==> config.mk <==
export PLATFORM = sky130hd
export DESIGN_NAME = serial_frame_rx
export DESIGN_NICKNAME = d
export VERILOG_FILES = /design/src/rtl/serial_frame_rx.sv
export SDC_FILE = /design/constraint.sdc
export NUM_CORES = 1
export LEC_CHECK = 0
export ABC_AREA = 1
export BUFFER_PORTS_ARGS = -buffer_cell sky130_fd_sc_hd__buf_2
export CORE_ASPECT_RATIO = 1.4
export CORE_UTILIZATION = 45
export DETAILED_ROUTE_END_ITERATION = 8
export PLACE_DENSITY = 0.65
export RECOVER_POWER = 50
export SLEW_MARGIN = 10
export SYNTH_ARGS = -nofsm -noshare
export SYNTH_HDL_FRONTEND = slang
export SYNTH_SLANG_ARGS = --single-unit
==> constraint.sdc <==
create_clock -name clk -period 3 [get_ports clk]
set_input_delay 0.3 -clock clk [delete_from_list [all_inputs] [get_ports clk]]
set_output_delay 0.3 -clock clk [all_outputs]
set_load 0.02 [all_outputs]
==> src/rtl/serial_frame_rx.sv <==
// serial_frame_rx: start/data(LSB first)/[parity]/stop receiver, one sample per bit_en strobe.
// Latency: dout/dout_valid/frame_err/parity_err update on the edge that samples the stop bit.
// Backpressure: none; the receiver holds all state on cycles with bit_en=0.
//
// Ports:
//   clk, rst            - clock and synchronous active-high reset
//   bit_en, sdi         - bit-period strobe and idle-high serial input
//   dout, dout_valid    - last good word and its one-cycle update pulse
//   frame_err           - one-cycle pulse when the stop bit samples as 0
//   busy                - high while a frame is in progress
//   parity_err          - one-cycle even-parity failure pulse (PARITY_CHECK_EN only)
//
// Build option: define PARITY_CHECK_EN to add an even-parity bit between the
// last data bit and the stop bit, and the parity_err output.
module serial_frame_rx #(
    parameter int DATA_W = 8
) (
    input  logic              clk,
    input  logic              rst,
    input  logic              bit_en,
    input  logic              sdi,
    output logic [DATA_W-1:0] dout,
    output logic              dout_valid,
    output logic              frame_err,
`ifdef PARITY_CHECK_EN
    output logic              parity_err,
`endif
    output logic              busy
);

    localparam int CW = $clog2(DATA_W + 1);
    localparam logic [CW-1:0] LAST_BIT = CW'(DATA_W - 1);

`ifdef PARITY_CHECK_EN
    typedef enum logic [1:0] {S_IDLE, S_DATA, S_PARITY, S_STOP} state_t;
`else
    typedef enum logic [1:0] {S_IDLE, S_DATA, S_STOP} state_t;
`endif

    state_t            state_q;
    logic [DATA_W-1:0] shift_q;
    logic [CW-1:0]     cnt_q;
    logic [DATA_W-1:0] dout_q;
    logic              valid_q;
    logic              ferr_q;
    logic              busy_q;
`ifdef PARITY_CHECK_EN
    // Running XOR of data bits and the parity bit; 0 means even parity holds.
    logic              par_q;
    logic              perr_q;
`endif

    always_ff @(posedge clk) begin
        if (rst) begin
            state_q <= S_IDLE;
            shift_q <= '0;
            cnt_q   <= '0;
            dout_q  <= '0;
            valid_q <= 1'b0;
            ferr_q  <= 1'b0;
            busy_q  <= 1'b0;
`ifdef PARITY_CHECK_EN
            par_q   <= 1'b0;
            perr_q  <= 1'b0;
`endif
        end else begin
            // Status outputs are single-cycle pulses.
            valid_q <= 1'b0;
            ferr_q  <= 1'b0;
`ifdef PARITY_CHECK_EN
            perr_q  <= 1'b0;
`endif
            if (bit_en) begin
                case (state_q)
                    S_IDLE: begin
                        // No start-bit revalidation: any sampled 0 opens a frame.
                        if (!sdi) begin
                            state_q <= S_DATA;
                            cnt_q   <= '0;
                            busy_q  <= 1'b1;
`ifdef PARITY_CHECK_EN
                            par_q   <= 1'b0;
`endif
                        end
                    end
                    S_DATA: begin
                        // Insert at MSB and shift right so the first (LSB) bit
                        // lands in bit 0 after DATA_W samples.
                        shift_q <= {sdi, shift_q[DATA_W-1:1]};
                        cnt_q   <= cnt_q + 1'b1;
`ifdef PARITY_CHECK_EN
                        par_q   <= par_q ^ sdi;
                        if (cnt_q == LAST_BIT) begin
                            state_q <= S_PARITY;
                        end
`else
                        if (cnt_q == LAST_BIT) begin
                            state_q <= S_STOP;
                        end
`endif
                    end
`ifdef PARITY_CHECK_EN
                    S_PARITY: begin
                        par_q   <= par_q ^ sdi;
                        state_q <= S_STOP;
                    end
`endif
                    S_STOP: begin
                        state_q <= S_IDLE;
                        busy_q  <= 1'b0;
                        if (!sdi) begin
                            ferr_q <= 1'b1;
                        end
`ifdef PARITY_CHECK_EN
                        if (par_q) begin
                            perr_q <= 1'b1;
                        end
                        // A word is only published when both stop and parity are good.
                        if (sdi && !par_q) begin
                            dout_q  <= shift_q;
                            valid_q <= 1'b1;
                        end
`else
                        if (sdi) begin
                            dout_q  <= shift_q;
                            valid_q <= 1'b1;
                        end
`endif
                    end
                    default: begin
                        state_q <= S_IDLE;
                        busy_q  <= 1'b0;
                    end
                endcase
            end
        end
    end

    assign dout       = dout_q;
    assign dout_valid = valid_q;
    assign frame_err  = ferr_q;
    assign busy       = busy_q;
`ifdef PARITY_CHECK_EN
    assign parity_err = perr_q;
`endif

endmodule

==> results.ini, run 1 <==
[place]
dp_hpwl_um = 1181
io_buffers = 14
pre_cts_ws_ps = 1775
dp.cells = 149
place.gp.congestion = 0.6804

[pwr]
switchingPower_mw = 0.1308
p_sw_frac = 0.2437
leakagePower_nw = 0.4132
p_comb_frac = 0.080
clock_power_share = 0.269
pwr_density_cell_nw_per_um2 = 528.8
pwr-share-seq = 0.651
peakVddDrop_mv = 0.3578
intPower_mw = 0.4058

[clock_tree]
post-cts-setup-buffer-count = 0
clockBufferDepth = 2
clock-sinks = 25
ctsHoldBuffers = 0
clkLatencyLatePin_ps = 310
cts_resized = 0
cts_max_level = 1
cts_tree = done
numCtsBuffers = 3
clkTransAtPathRegs_ps = 130
cts-root-buf = clkbuf_4

[global_routing]
grtUsageTotal = 0.1627
grt_max_degree = 19
grt_pass1_vias = 711
antenna_found_initial = 0
grtUsageMet1 = 0.1839
overflow = 0
grt_pass1_wl_um = 2635
grt_busiest_layer = met2
met2_usage = 0.2634
grt_util_met3 = 0.02372

[detailed_routing]
dr.first_iter.drc_count = 5
ant_nets = 0
drt-pass1-iter-count = 4
drc = 0
route.vias.total = 774
wl_per_cell_um = 10.41
drt_wl_total_um = 1592
vias_per_cell = 5.059

[floorplan]
core_area_um2 = 1997
placementRows = 19
die_x_um = 41.08
pin_count = 15
die_area_um2 = 2330
start_util = 0.4818
fp.dieH_um = 56.71

[synthesis]
synth_edf_count = 0
synth_area_um2 = 962.2
syn_inst = 118
synth-async-reset-ratio = 0
syn_avg_cell_area_um2 = 8.154
netlist-cell-type-count = 15
ys_seq_area_frac = 0.5202
yosysWarnings = 0
synth_ff_type = dfxtp_1
synth-seq-cells = 25
synth_fp_nets = 123

[final_layout]
final_nets = 138
area_growth_pct = 5.461
drive_above_1_share = 0.05303
finalNonFillerCells = 153
antennaDiodeCount = 0
layout_common_cells = 25 x dfxtp_1, 20 x a21oi_1, 18 x nand2_1, 18 x o21ai_0, 16 x inv_1
layout_commonest_cell = dfxtp_1
multi_input_area_um2 = 344.1
register_area_um2 = 500.5
num-fill-cells = 206

[worst_setup_path]
crit_chain = inv_1 -> nand2_1 -> nor2_1 -> inv_1 -> o21ai_0 -> a21oi_1
crit_path_end_kind = flip-flop
critical_path_class = reg -> reg
cpMostUsedCell = inv_1
path_delay_family = simple AND/OR/NAND/NOR gates
crit_slowest_cell = nor2_1
critPathBufInv = 2
cp.arrival_ps = 1790
cp_data_required_time_ps = 3210
startpoint_type = flip-flop
slowest_delay_ps = 570
cp_max_fo = 16

[timing]
holdWs_ps = 176.0
worst_clock_skew_ps = 10.99
fin_tns_setup_ps = 0
hold_viol = 0
rsz0062_at_grt = no
finalCritPeriodShare = 0.5281
clock.fmax_mhz = 631.3
tightest_slew_ps = 823.2
min_period_ps = 1584
setup_slack_ps = 1416
finalMaxSlewViolations = 0
max_slew_margin = 0.4492
setup_violations = 0

[run]
drv_cap = 0

[outcome]
status = finished clean

[hold_path]
hp-class = in -> reg

[cell usage after synthesis (2+ instances only)]
master   number  share of area
dfxtp_1      25           0.52
a21oi_1      20           0.10
o21ai_0      18          0.094
nand2_1      16          0.062
buf_6         2          0.023
nor2_1        7          0.027
nor2_4        2          0.023
nand2_2       2          0.013
inv_1        16          0.062
buf_2         2          0.010
nand3_1       4          0.021
[worst paths after layout]
kind	slack [ps]	depth (start not counted)	end	start
min	180	2	frame_err$_SDFF_PP0_	sdi
max reg2reg	1420	6	shift_q[6]$_SDFFE_PP0P_	state_q[1]$_SDFFE_PP0P_
max	1420	6	shift_q[6]$_SDFFE_PP0P_	state_q[1]$_SDFFE_PP0P_
min reg2reg	460	2	dout[3]$_SDFFE_PP0P_	shift_q[3]$_SDFFE_PP0P_
[metal layers]
metal | vias to the layer above | part of all wire
li1 | 412 | -
met1 | 346 | 0.46
met2 | 12 | 0.48
met3 | 4 | 0.029
met4 | 0 | 0.021
met5 | - | 0
[logic make-up (layout without fill, tap and decap cells)]
group	Yosys count	count (layout)	synth area share
and+or+nand+nor	33	33	0.1639
buffers and inverters	20	34	0.09623
DFF	25	25	0.5202
adders and majority gates	1	1	0.01300
xor gates and xnor gates	1	1	0.009104
AOI/OAI and AO/OA	38	38	0.1977
[power by group through the flow]
stage / combinational, mW / clock, mW / sequential [mW]
CTS: 0.0477 / 0.151 / 0.350
global placement: 0.0468 / 0 / 0.356
floorplan: 0.0348 / 0 / 0.358
global route: 0.0490 / 0.162 / 0.351
detailed placement: 0.0475 / 0 / 0.357
finish: 0.0427 / 0.144 / 0.349
[layout make-up]
class / count / share of cell area
Tap cell: 21 / 0.02589
Multi-Input combinational cell: 73 / 0.3391
Sequential cell: 25 / 0.4932
Clock inverter: 1 / 0.004932
Clock buffer: 3 / 0.02219
Inverter: 16 / 0.05919
Timing Repair Buffer: 14 / 0.05549
[sequential cells by signal, summed over array words and instances, names as in the netlist]
name,count
busy,1
cnt_q,4
dout,8
dout_valid,1
frame_err,1
shift_q,8
state_q,2
[stage by stage]
| step | cell area [um2] | power (mW) | utilization |
|---|---|---|---|
| after detailed placement | 1026 | 0.4045 | 0.5138 |
| after global routing | 1015 | 0.5622 | 0.5081 |
| after CTS | 1054 | 0.5484 | 0.5276 |
| after floorplan | 962.2 | 0.3933 | - |
| after global placement | 1026 | 0.4032 | 0.5138 |
| final | 1015 | 0.5366 | 0.5081 |
Power figures use the tool's default switching activity.
==> run 2, diff against run 1 <==
--- a/config.mk
+++ b/config.mk
@@ -10,7 +10,7 @@
 export CORE_ASPECT_RATIO = 1.4
 export CORE_UTILIZATION = 45
 export DETAILED_ROUTE_END_ITERATION = 8
-export PLACE_DENSITY = 0.65
+export PLACE_DENSITY = 0.67
 export RECOVER_POWER = 50
 export SLEW_MARGIN = 10
 export SYNTH_ARGS = -nofsm -noshare
==> constraint.sdc (replaced) <==
create_clock -name clk -period 1.35 [get_ports clk]
set_input_delay 0.135 -clock clk [delete_from_list [all_inputs] [get_ports clk]]
set_output_delay 0.135 -clock clk [all_outputs]
set_load 0.02 [all_outputs]
==> results.ini, run 2 (synthesized netlist as in run 1, its figures left out) <==
[final_layout]
antennaDiodeCount = 0  ; unchanged
drive_above_1_share = 0.09630  ; +0.04327
final_nets = 141  ; +2.2%
stdcell_area_um2 = 1064  ; +4.8%
num-fill-cells = 197  ; -4.4%
area_growth_pct = 10.53
layout_common_cells = 25 x dfxtp_1, 20 x a21oi_1, 18 x o21ai_0
layout_commonest_cell = dfxtp_1

[floorplan]
core_area_um2 = 1997  ; unchanged
start_util = 0.4818  ; unchanged
die_x_um = 41.08  ; unchanged
fp.dieH_um = 56.71  ; unchanged
pin_count = 15  ; unchanged
placementRows = 19  ; unchanged
die_area_um2 = 2330  ; unchanged

[detailed_routing]
ant_nets = 0  ; unchanged
vias_per_cell = 4.878  ; -3.6%
wl_per_cell_um = 10.26  ; -1.4%
route.vias.total = 761  ; -1.7%
dr.first_iter.drc_count = 14  ; +9
drc = 0  ; unchanged
drt_wl_total_um = 1601  ; +0.57%
drt-pass1-iter-count = 4  ; unchanged

[place]
placed_area_um2 = 1033  ; +0.73%
place.gp.congestion = 0.6594  ; -3.1%
dp_hpwl_um = 1133  ; -4.1%
io_buffers = 14  ; unchanged

[timing]
finalCritPeriodShare = 0.8605  ; +0.3324
clock.fmax_mhz = 860.9  ; +36%
fin_tns_setup_ps = 0  ; unchanged
worst_clock_skew_ps = 3.285  ; -7.705 ps
finalMaxSlewViolations = 0  ; unchanged
rsz0062_at_grt = no
hold_viol = 0  ; unchanged
tightest_slew_ps = 409.8  ; -413.4 ps
setup_violations = 0  ; unchanged
holdWs_ps = 83.40  ; -92.62 ps
min_period_ps = 1162  ; -422.5 ps
max_slew_margin = 0.7265  ; +0.2773

[global_routing]
grtUsageTotal = 0.1626  ; about the same
grt_pass1_vias = 672  ; -5.5%
overflow = 0  ; unchanged
antenna_found_initial = 0  ; unchanged
grt_pass1_wl_um = 2663  ; +1.1%
grt_max_degree = 19  ; unchanged

[worst_setup_path]
crit_slowest_cell = dfxtp_1
cp_max_fo = 5  ; -11
crit_path_end_kind = flip-flop
slowest_delay_ps = 410  ; -160 ps
crit_chain = inv_1 -> nand2_2 -> nand3_2 -> inv_1 -> nand2_1 -> nand2_1 -> nor2_1
cp_data_required_time_ps = 1570  ; -1640 ps
critPathBufInv = 2  ; unchanged
startpoint_type = flip-flop
path_delay_family = simple AND/OR/NAND/NOR gates
critical_path_class = reg -> reg
cp.arrival_ps = 1380  ; -410 ps

[pwr]
peakVddDrop_mv = 0.5940  ; +66%
leakagePower_nw = 0.4280  ; +3.6%
p_total_mw = 1.211  ; +130%
pwr_density_cell_nw_per_um2 = 1138  ; +120%

[clock_tree]
cts_max_level = 1  ; unchanged
cts_resized = 0  ; unchanged
cts-root-buf = clkbuf_4
clkTransAtPathRegs_ps = 130  ; about the same
clock-sinks = 25  ; unchanged
cts_tree = done
clockBufferDepth = 2  ; unchanged
clkLatencyLatePin_ps = 310  ; about the same
numCtsBuffers = 3  ; unchanged

[hold_path]
hp-class = in -> reg

[outcome]
status = finished clean

[run]
drv_cap = 0  ; unchanged

-- run 2: timing repair --
action                     4_1_cts  5_1_grt
hold endpoints to repair         0        1
hold buffers                     0        1
setup endpoints to repair        0        2
buffers inserted                 0        1
-- run 2: metrics by stage --
step	util	instances	worst slack, ps
4_1_cts	0.5307	154	135.5
6_report	0.5326	156	188.4
2_1_floorplan	-	118	352.1
3_3_place_gp	0.5175	150	225.1
3_5_place_dp	0.5175	150	155.2
5_1_grt	0.5326	156	65.56
-- run 2: layout make-up --
type / count / area [um2] / area share
Timing Repair Buffer: 17 / 81.33 / 0.07647
Inverter: 16 / 60.06 / 0.05647
Multi-Input combinational cell: 73 / 369.1 / 0.3471
Clock buffer: 4 / 26.28 / 0.02471
Tap cell: 21 / 26.28 / 0.02471
Sequential cell: 25 / 500.5 / 0.4706
-- run 2: report_power, final --
part	internal (mW)	leakage [nW]	total (mW)	switching, mW
sequential	0.763	0.203	0.777	0.0143
combinational	0.0366	0.210	0.110	0.0735
clock	0.115	0.0150	0.324	0.208
total	0.915	0.428	1.21	0.296
-- run 2: worst reg2reg max path: cells and delay by family, from the launching register on --
family	cells	cell delay (ps)
DFF	1	410
and+or+nand+nor	5	440
buffers and inverters	2	220
-- run 2: metal layers --
layer | part of all wire | global-route usage | vias up
met5 | 0 | 0 | -
met4 | 0.010 | 0.08571 | 0
met3 | 0.030 | 0.02372 | 2
met2 | 0.46 | 0.2567 | 11
met1 | 0.50 | 0.1985 | 330
li1 | - | - | 418
-- run 2: final timing paths --
check / end / from / slack [ps] / cells after the start
setup / recovery: cnt_q[3]$_SDFFE_PP0P_ / state_q[0]$_SDFFE_PP0P_ / 190 / 7
hold / removal: busy$_SDFFE_PP0P_ / rst / 80 / 2
setup reg to reg: cnt_q[3]$_SDFFE_PP0P_ / state_q[0]$_SDFFE_PP0P_ / 190 / 7
hold reg to reg: dout[0]$_SDFFE_PP0P_ / shift_q[0]$_SDFFE_PP0P_ / 460 / 2
